===== src/rtl/float64_mul_core.sv =====
`default_nettype none
// ============================================================================
// Module   : float64_mul_core
// Brief    : binary64 multiply front end (unpack, specials, radix-4 product).
//            Define FMUL_SUBNORM_EN to normalize subnormals (else flush-to-zero).
// Revision : 1.0
// ============================================================================
module float64_mul_core #(
    parameter int MUL_RADIX_BITS = 2
) (
    input  logic        ap_clk,
    input  logic        ap_rst,
    input  logic        ap_start,
    output logic        ap_done,
    output logic        ap_idle,
    output logic        ap_ready,
    input  logic [63:0] a,
    input  logic [63:0] b,
    input  logic [31:0] float_exception_flag_i,
    output logic [31:0] float_exception_flag_o,
    output logic        float_exception_flag_o_ap_vld,
    output logic        bypass,
    output logic [63:0] z_bypass,
    output logic        zSign,
    output logic [12:0] zExp,
    output logic [63:0] zSig
);

    localparam logic [4:0]  c_MUL_LAST = 5'(54 / MUL_RADIX_BITS - 1);
    localparam logic [31:0] c_FLAG_INVALID = 32'h0000_0010;

    typedef enum logic [2:0] {
        S_IDLE = 3'd0,
        S_NORM = 3'd1,
        S_MUL  = 3'd2,
        S_ADJ  = 3'd3,
        S_DONE = 3'd4
    } state_t;

    state_t         state_q;
    logic [62:0]    a_q, b_q;
    logic           sign_q;
    logic [107:0]   a_sh_q, acc_q;
    logic [53:0]    b_sh_q;
    logic [12:0]    exp_q;
    logic [4:0]     cnt_q;
    logic           done_q, vld_q, bypass_q, zsign_q;
    logic [31:0]    flags_q;
    logic [63:0]    zbyp_q, zsig_q;
    logic [12:0]    zexp_q;

    // Returns {exp[12:0], sig[52:0]} for a non-special operand.
    function automatic logic [65:0] unpack_op(input logic [62:0] op);
        logic [12:0] e;
        logic [52:0] s;
`ifdef FMUL_SUBNORM_EN
        logic [5:0]  sh;
        if (op[62:52] == 11'd0) begin
            sh = 6'd0;
            for (int i = 0; i < 52; i++) begin
                if (op[i]) sh = 6'(52 - i);
            end
            s = {1'b0, op[51:0]} << sh;
            e = 13'd1 - {7'd0, sh};
        end else begin
            s = {1'b1, op[51:0]};
            e = {2'b00, op[62:52]};
        end
`else
        s = {1'b1, op[51:0]};
        e = {2'b00, op[62:52]};
`endif
        return {e, s};
    endfunction

    // Operand classification on the live inputs (used only in IDLE)
    logic w_a_nan, w_b_nan, w_a_snan, w_b_snan, w_a_inf, w_b_inf, w_a_zero, w_b_zero;
    logic w_sign, w_special_d, w_invalid_d;
    logic [63:0] w_zbyp_d;

    always_comb begin
        w_a_nan  = (&a[62:52]) && (|a[51:0]);
        w_b_nan  = (&b[62:52]) && (|b[51:0]);
        w_a_snan = w_a_nan && !a[51];
        w_b_snan = w_b_nan && !b[51];
        w_a_inf  = (&a[62:52]) && !(|a[51:0]);
        w_b_inf  = (&b[62:52]) && !(|b[51:0]);
`ifdef FMUL_SUBNORM_EN
        w_a_zero = (a[62:52] == 11'd0) && !(|a[51:0]);
        w_b_zero = (b[62:52] == 11'd0) && !(|b[51:0]);
`else
        w_a_zero = (a[62:52] == 11'd0);
        w_b_zero = (b[62:52] == 11'd0);
`endif
        w_sign      = a[63] ^ b[63];
        w_special_d = 1'b1;
        w_invalid_d = 1'b0;
        w_zbyp_d    = 64'd0;
        if (w_a_nan || w_b_nan) begin
            w_zbyp_d    = (w_b_nan ? b : a) | 64'h0008_0000_0000_0000;
            w_invalid_d = w_a_snan || w_b_snan;
        end else if ((w_a_inf && w_b_zero) || (w_b_inf && w_a_zero)) begin
            w_zbyp_d    = 64'h7FFF_FFFF_FFFF_FFFF;
            w_invalid_d = 1'b1;
        end else if (w_a_inf || w_b_inf) begin
            w_zbyp_d = {w_sign, 11'h7FF, 52'd0};
        end else if (w_a_zero || w_b_zero) begin
            w_zbyp_d = {w_sign, 63'd0};
        end else begin
            w_special_d = 1'b0;
        end
    end

    logic [65:0]  w_a_unp, w_b_unp;
    logic [12:0]  w_exp_d;
    logic [107:0] w_pp_d;
    logic [63:0]  w_zsig_pre, w_zsig_d;
    logic [12:0]  w_zexp_d;
    logic         unused_acc;

    always_comb begin
        w_a_unp = unpack_op(a_q);
        w_b_unp = unpack_op(b_q);
        w_exp_d = w_a_unp[65:53] + w_b_unp[65:53] - 13'h3FF;

        case (b_sh_q[1:0])
            2'd0:    w_pp_d = 108'd0;
            2'd1:    w_pp_d = a_sh_q;
            2'd2:    w_pp_d = a_sh_q << 1;
            default: w_pp_d = a_sh_q + (a_sh_q << 1);
        endcase

        // Align as the top word of (aSig<<10)*(bSig<<11): leading one at bit 62 or 61.
        w_zsig_pre = {1'b0, acc_q[105:43]} | {63'd0, |acc_q[42:0]};
        w_zsig_d   = w_zsig_pre;
        w_zexp_d   = exp_q;
        if (!w_zsig_pre[62]) begin
            w_zsig_d = w_zsig_pre << 1;
            w_zexp_d = exp_q - 13'd1;
        end
        unused_acc = ^acc_q[107:106];
    end

    always_ff @(posedge ap_clk) begin
        if (ap_rst) begin
            state_q  <= S_IDLE;
            a_q      <= 63'd0;
            b_q      <= 63'd0;
            sign_q   <= 1'b0;
            a_sh_q   <= 108'd0;
            b_sh_q   <= 54'd0;
            acc_q    <= 108'd0;
            exp_q    <= 13'd0;
            cnt_q    <= 5'd0;
            done_q   <= 1'b0;
            vld_q    <= 1'b0;
            bypass_q <= 1'b0;
            zbyp_q   <= 64'd0;
            zsign_q  <= 1'b0;
            zexp_q   <= 13'd0;
            zsig_q   <= 64'd0;
            flags_q  <= 32'd0;
        end else begin
            case (state_q)
                S_IDLE: begin
                    if (ap_start) begin
                        a_q    <= a[62:0];
                        b_q    <= b[62:0];
                        sign_q <= w_sign;
                        if (w_special_d) begin
                            state_q  <= S_DONE;
                            done_q   <= 1'b1;
                            bypass_q <= 1'b1;
                            zbyp_q   <= w_zbyp_d;
                            zsign_q  <= w_sign;
                            zexp_q   <= 13'd0;
                            zsig_q   <= 64'd0;
                            vld_q    <= w_invalid_d;
                            flags_q  <= float_exception_flag_i |
                                        (w_invalid_d ? c_FLAG_INVALID : 32'd0);
                        end else begin
                            state_q <= S_NORM;
                        end
                    end
                end
                S_NORM: begin
                    a_sh_q  <= {55'd0, w_a_unp[52:0]};
                    b_sh_q  <= {1'b0, w_b_unp[52:0]};
                    exp_q   <= w_exp_d;
                    acc_q   <= 108'd0;
                    cnt_q   <= 5'd0;
                    state_q <= S_MUL;
                end
                S_MUL: begin
                    acc_q  <= acc_q + w_pp_d;
                    a_sh_q <= a_sh_q << MUL_RADIX_BITS;
                    b_sh_q <= b_sh_q >> MUL_RADIX_BITS;
                    cnt_q  <= cnt_q + 5'd1;
                    if (cnt_q == c_MUL_LAST) state_q <= S_ADJ;
                end
                S_ADJ: begin
                    state_q  <= S_DONE;
                    done_q   <= 1'b1;
                    bypass_q <= 1'b0;
                    zsign_q  <= sign_q;
                    zexp_q   <= w_zexp_d;
                    zsig_q   <= w_zsig_d;
                    vld_q    <= 1'b0;
                    flags_q  <= float_exception_flag_i;
                end
                S_DONE: begin
                    state_q <= S_IDLE;
                    done_q  <= 1'b0;
                    vld_q   <= 1'b0;
                end
                default: state_q <= S_IDLE;
            endcase
        end
    end

    assign ap_done                       = done_q;
    assign ap_ready                      = done_q;
    assign ap_idle                       = (state_q == S_IDLE) && !ap_start;
    assign float_exception_flag_o        = flags_q;
    assign float_exception_flag_o_ap_vld = vld_q;
    assign bypass                        = bypass_q;
    assign z_bypass                      = zbyp_q;
    assign zSign                         = zsign_q;
    assign zExp                          = zexp_q;
    assign zSig                          = zsig_q;

endmodule
`default_nettype wire


===== config.mk =====
export PLATFORM = sky130hd
export DESIGN_NAME = float64_mul_core
export DESIGN_NICKNAME = d
export VERILOG_FILES = /design/src/rtl/float64_mul_core.sv
export SDC_FILE = /design/constraint.sdc
export NUM_CORES = 2
export LEC_CHECK = 0
export CORE_AREA = 3 3 366 368
export CTS_CLUSTER_SIZE = 16
export DETAILED_ROUTE_END_ITERATION = 6
export DIE_AREA = 0 0 369 371
export MAX_ROUTING_LAYER = met4
export PLACE_DENSITY = 0.43
export SLEW_MARGIN = 5
export SYNTH_ARGS = -nofsm -noshare
export SYNTH_HDL_FRONTEND = slang
export SYNTH_SLANG_ARGS = --single-unit

===== constraint.sdc =====
create_clock -name ap_clk -period 5.6 [get_ports ap_clk]
set_input_delay 0.84 -clock ap_clk [delete_from_list [all_inputs] [get_ports ap_clk]]
set_output_delay 0.84 -clock ap_clk [all_outputs]
set_load 0.01 [all_outputs]

==> out/qor.yml <==
outcome:
  status: "finished, violations left"
  violations: "negative setup slack"
timing:
  relSlewSlack: 0.302
  fin_ws_ns: -0.505
  fin_skew_ns: 0.0466
  setup_viol: 40
  rsz0062_at_grt: "yes"
  fin_crit_ns: 6.11
  hold_viol_final: 0
  fmax_mhz: 164
  slew_violations: 0
  tightestPinTransition_ns: 1.05
  period_share: 1.09
yosys:
  synthAdderAreaFrac: 0.0803
  ys_async_sr_fraction: 0
  yosysSeqAreaShare: 0.312
  synthXorXnorAreaFrac: 0.0489
  synth_compound_area_frac: 0.281
  yosysTopAreaCell: "dfxtp_1"
  synthSimpleGateAreaFrac: 0.201
  synthTopCellsByArea: "dfxtp_1 (31%), a21oi_1 (8.7%), nand2_1 (8.6%)"
  synth_cell_type_count: 90
  synth.net_count: 5477
  ys_ff_latch: 589
  synth_top_flop_cell: "dfxtp_1"
  synth_top_area_frac: 0.312
  synthMuxAreaShare: 0.0300
  syn_inst: 5073
  synth_area_mm2: 0.0378
  synth_edf_count: 0
  synth_top_family_by_area: "compound AO/OA/AOI/OAI gates"
  yosys_warnings: 0
  syn_area_per_cell_um2: 7.45
setup_path:
  crit_path_start_kind: "flop"
  max_stage_delay_ns: 0.52
  cpMaxStageDelayCell: "a2111o_1"
  crit_type: "flop to flop"
  endpoint_kind: "flop"
  cp.required_ns: 6.16
  crit_arrival_ns: 6.67
  cp_max_fo: 4
run:
  maxCapViolations: 0
clocking:
  root_buffer: "clkbuf_16"
  cts_buffers: 77
  clockBufferDepth: 3
  clk_pin_slew_worst_paths_ns: 0.06
  htree_levels: 3
  cts.sinks: 589
  cts_hold_buf: 0
  insertion_delay_ns: 0.70
  cts_tree: "yes"
floorplan:
  dieWidth_um: 369
  io_pins: 342
  start_util: 0.288
  core_mm2: 0.131
  die_y_um: 371
  die_area_mm2: 0.137
  rows: 133
layout:
  final_common_cell: "buf_4"
  final_cells: 7910
  fin_nets: 6487
  fillers: 13657
  drive_gt1_frac: 0.226
  area_growth_pct: 43.0
  final_cell_mix: "buf_4 (920), nand2_1 (852), a21oi_1 (605)"
global_route:
  grt_util_all_layers: 0.226
  grt_pass1_wl_um: 237000
  grt_max_degree: 158
  gr-total-overflow: 0
  grt_pass1_vias: 38875
  antenna_found_initial: 10
pwr:
  vdd_ir_drop_max_mv: 0.248
  leakagePower_nw: 21.5
  p_per_area_mw_per_mm2: 205
placement:
  post-place-ws_ns: -1.21
  io_buffers: 340
  dpl.cell_count: 7701
  dp_hpwl_um: 117000
  gp_congestion: 0.911
detailed_routing:
  antenna_left: 0
  vias: 40426
  wire_per_inst_um: 19.7
  vias_per_cell: 5.11
  drt_iter0_drc: 2735
  drt-pass1-iter-count: 5
  finalWirelength_um: 156000
  drc_errors: 0
worst_hold_path:
  hold_class: "flop to flop"
[worst max-delay path, delay by kind of cell, from the launching register on]
family,cells,cell delay [ns]
buffers and inverters,3,0.41
AO/OA/AOI/OAI,13,3.09
AND/OR/NAND/NOR,9,1.10
adder cells (fa/ha/maj),2,0.51
XOR/XNOR,2,0.38
flip-flops,1,0.36
multiplexers,1,0.09
[synthesized netlist by cell type, types with 5 or more instances]
| cell | number |
|---|---|
| a2111oi_0 | 7 |
| a211oi_1 | 18 |
| a21boi_0 | 15 |
| a21o_1 | 141 |
| a21oi_1 | 654 |
| a221o_1 | 7 |
| a221oi_1 | 10 |
| a22o_1 | 9 |
| a22oi_1 | 227 |
| a31oi_1 | 90 |
| and2_1 | 13 |
| and3_1 | 24 |
| and4_1 | 7 |
| buf_1 | 21 |
| clkbuf_1 | 350 |
| dfxtp_1 | 589 |
| ha_1 | 238 |
| inv_1 | 86 |
| mux2i_1 | 111 |
| nand2_1 | 867 |
| nand2b_1 | 64 |
| nand3_1 | 76 |
| nand3b_1 | 7 |
| nand4_1 | 95 |
| nor2_1 | 432 |
| nor2b_1 | 19 |
| nor3_1 | 54 |
| nor4_1 | 58 |
| o2111ai_1 | 53 |
| o211a_1 | 5 |
| o211ai_1 | 5 |
| o21a_1 | 29 |
| o21ai_0 | 273 |
| o21ai_1 | 13 |
| o21bai_1 | 58 |
| o221ai_1 | 18 |
| o31ai_1 | 17 |
| or2_2 | 5 |
| or3_1 | 9 |
| xnor2_1 | 132 |
| xor2_1 | 79 |
[area by class of cell]
class	instances	area, um2	share of cell area
timing repair buffer	1308	10900	0.203
sequential	589	11800	0.219
inverter	86	323	0.00597
multi-input combinational	4021	26000	0.481
clock buffer	108	2220	0.0411
antenna	10	25.0	0.000463
tap	1755	2200	0.0406
clock inverter	33	513	0.00949
[worst paths after layout]
path | startpoint | endpoint | slack [ns] | depth (start not counted)
max | a_sh_q[6] | acc_q[105] | -0.51 | 30
min | float_exception_flag_o[20] | float_exception_flag_o[20] | 0.45 | 2
min reg2reg | float_exception_flag_o[20] | float_exception_flag_o[20] | 0.45 | 2
max reg2reg | a_sh_q[6] | acc_q[105] | -0.51 | 30
[state kept, by name, summed over array words and instances, names as in the netlist, 32 cells and up]
name	flops
a_q	63
a_sh_q	106
zSig	63
acc_q	106
z_bypass	64
b_sh_q	53
float_exception_flag_o	32
b_q	63
[metal layers]
layer	global-route usage	share of wire	wire length, um
met1	0.314	0.49	76700
met2	0.343	0.44	68600
met3	0.0337	0.047	7340
met4	0.0544	0.021	3240
met5	-	0	0
[report_power, final]
part | internal, W | switching (W)
clock | 0.00314 | 0.00218
sequential | 0.00432 | 0.0000913
combinational | 0.000467 | 0.000876
total | 0.00793 | 0.00315
[cell families after synthesis]
| group | Yosys count |
|---|---|
| mux | 113 |
| fa+ha+maj | 241 |
| compound gates | 1703 |
| flops | 589 |
| other cells | 1 |
| buf+inv | 463 |
| simple gates | 1752 |
| xor+xnor | 211 |
[per-stage QoR]
step / setup TNS (ns) / cell area [um2] / hold slack [ns] / utilization / total power (W)
3_3_place_gp: -33.69 / 49000 / 0.437 / 0.374 / 0.00583
6_report: -11.95 / 54100 / 0.449 / 0.412 / 0.0111
4_1_cts: -10.56 / 53100 / 0.450 / 0.405 / 0.0112
2_1_floorplan: -0.00735 / 37900 / 0.432 / - / 0.00520
5_1_grt: -25.05 / 54000 / 0.465 / 0.412 / 0.0115
3_5_place_dp: -35.56 / 49000 / 0.443 / 0.374 / 0.00583
[timing repair]
action,CTS,global route
setup endpoints to repair,62,66
gates resized for setup,272,183
pin swaps,115,132
buffers inserted,31,35
No activity file was read; power rests on OpenSTA's default activity.
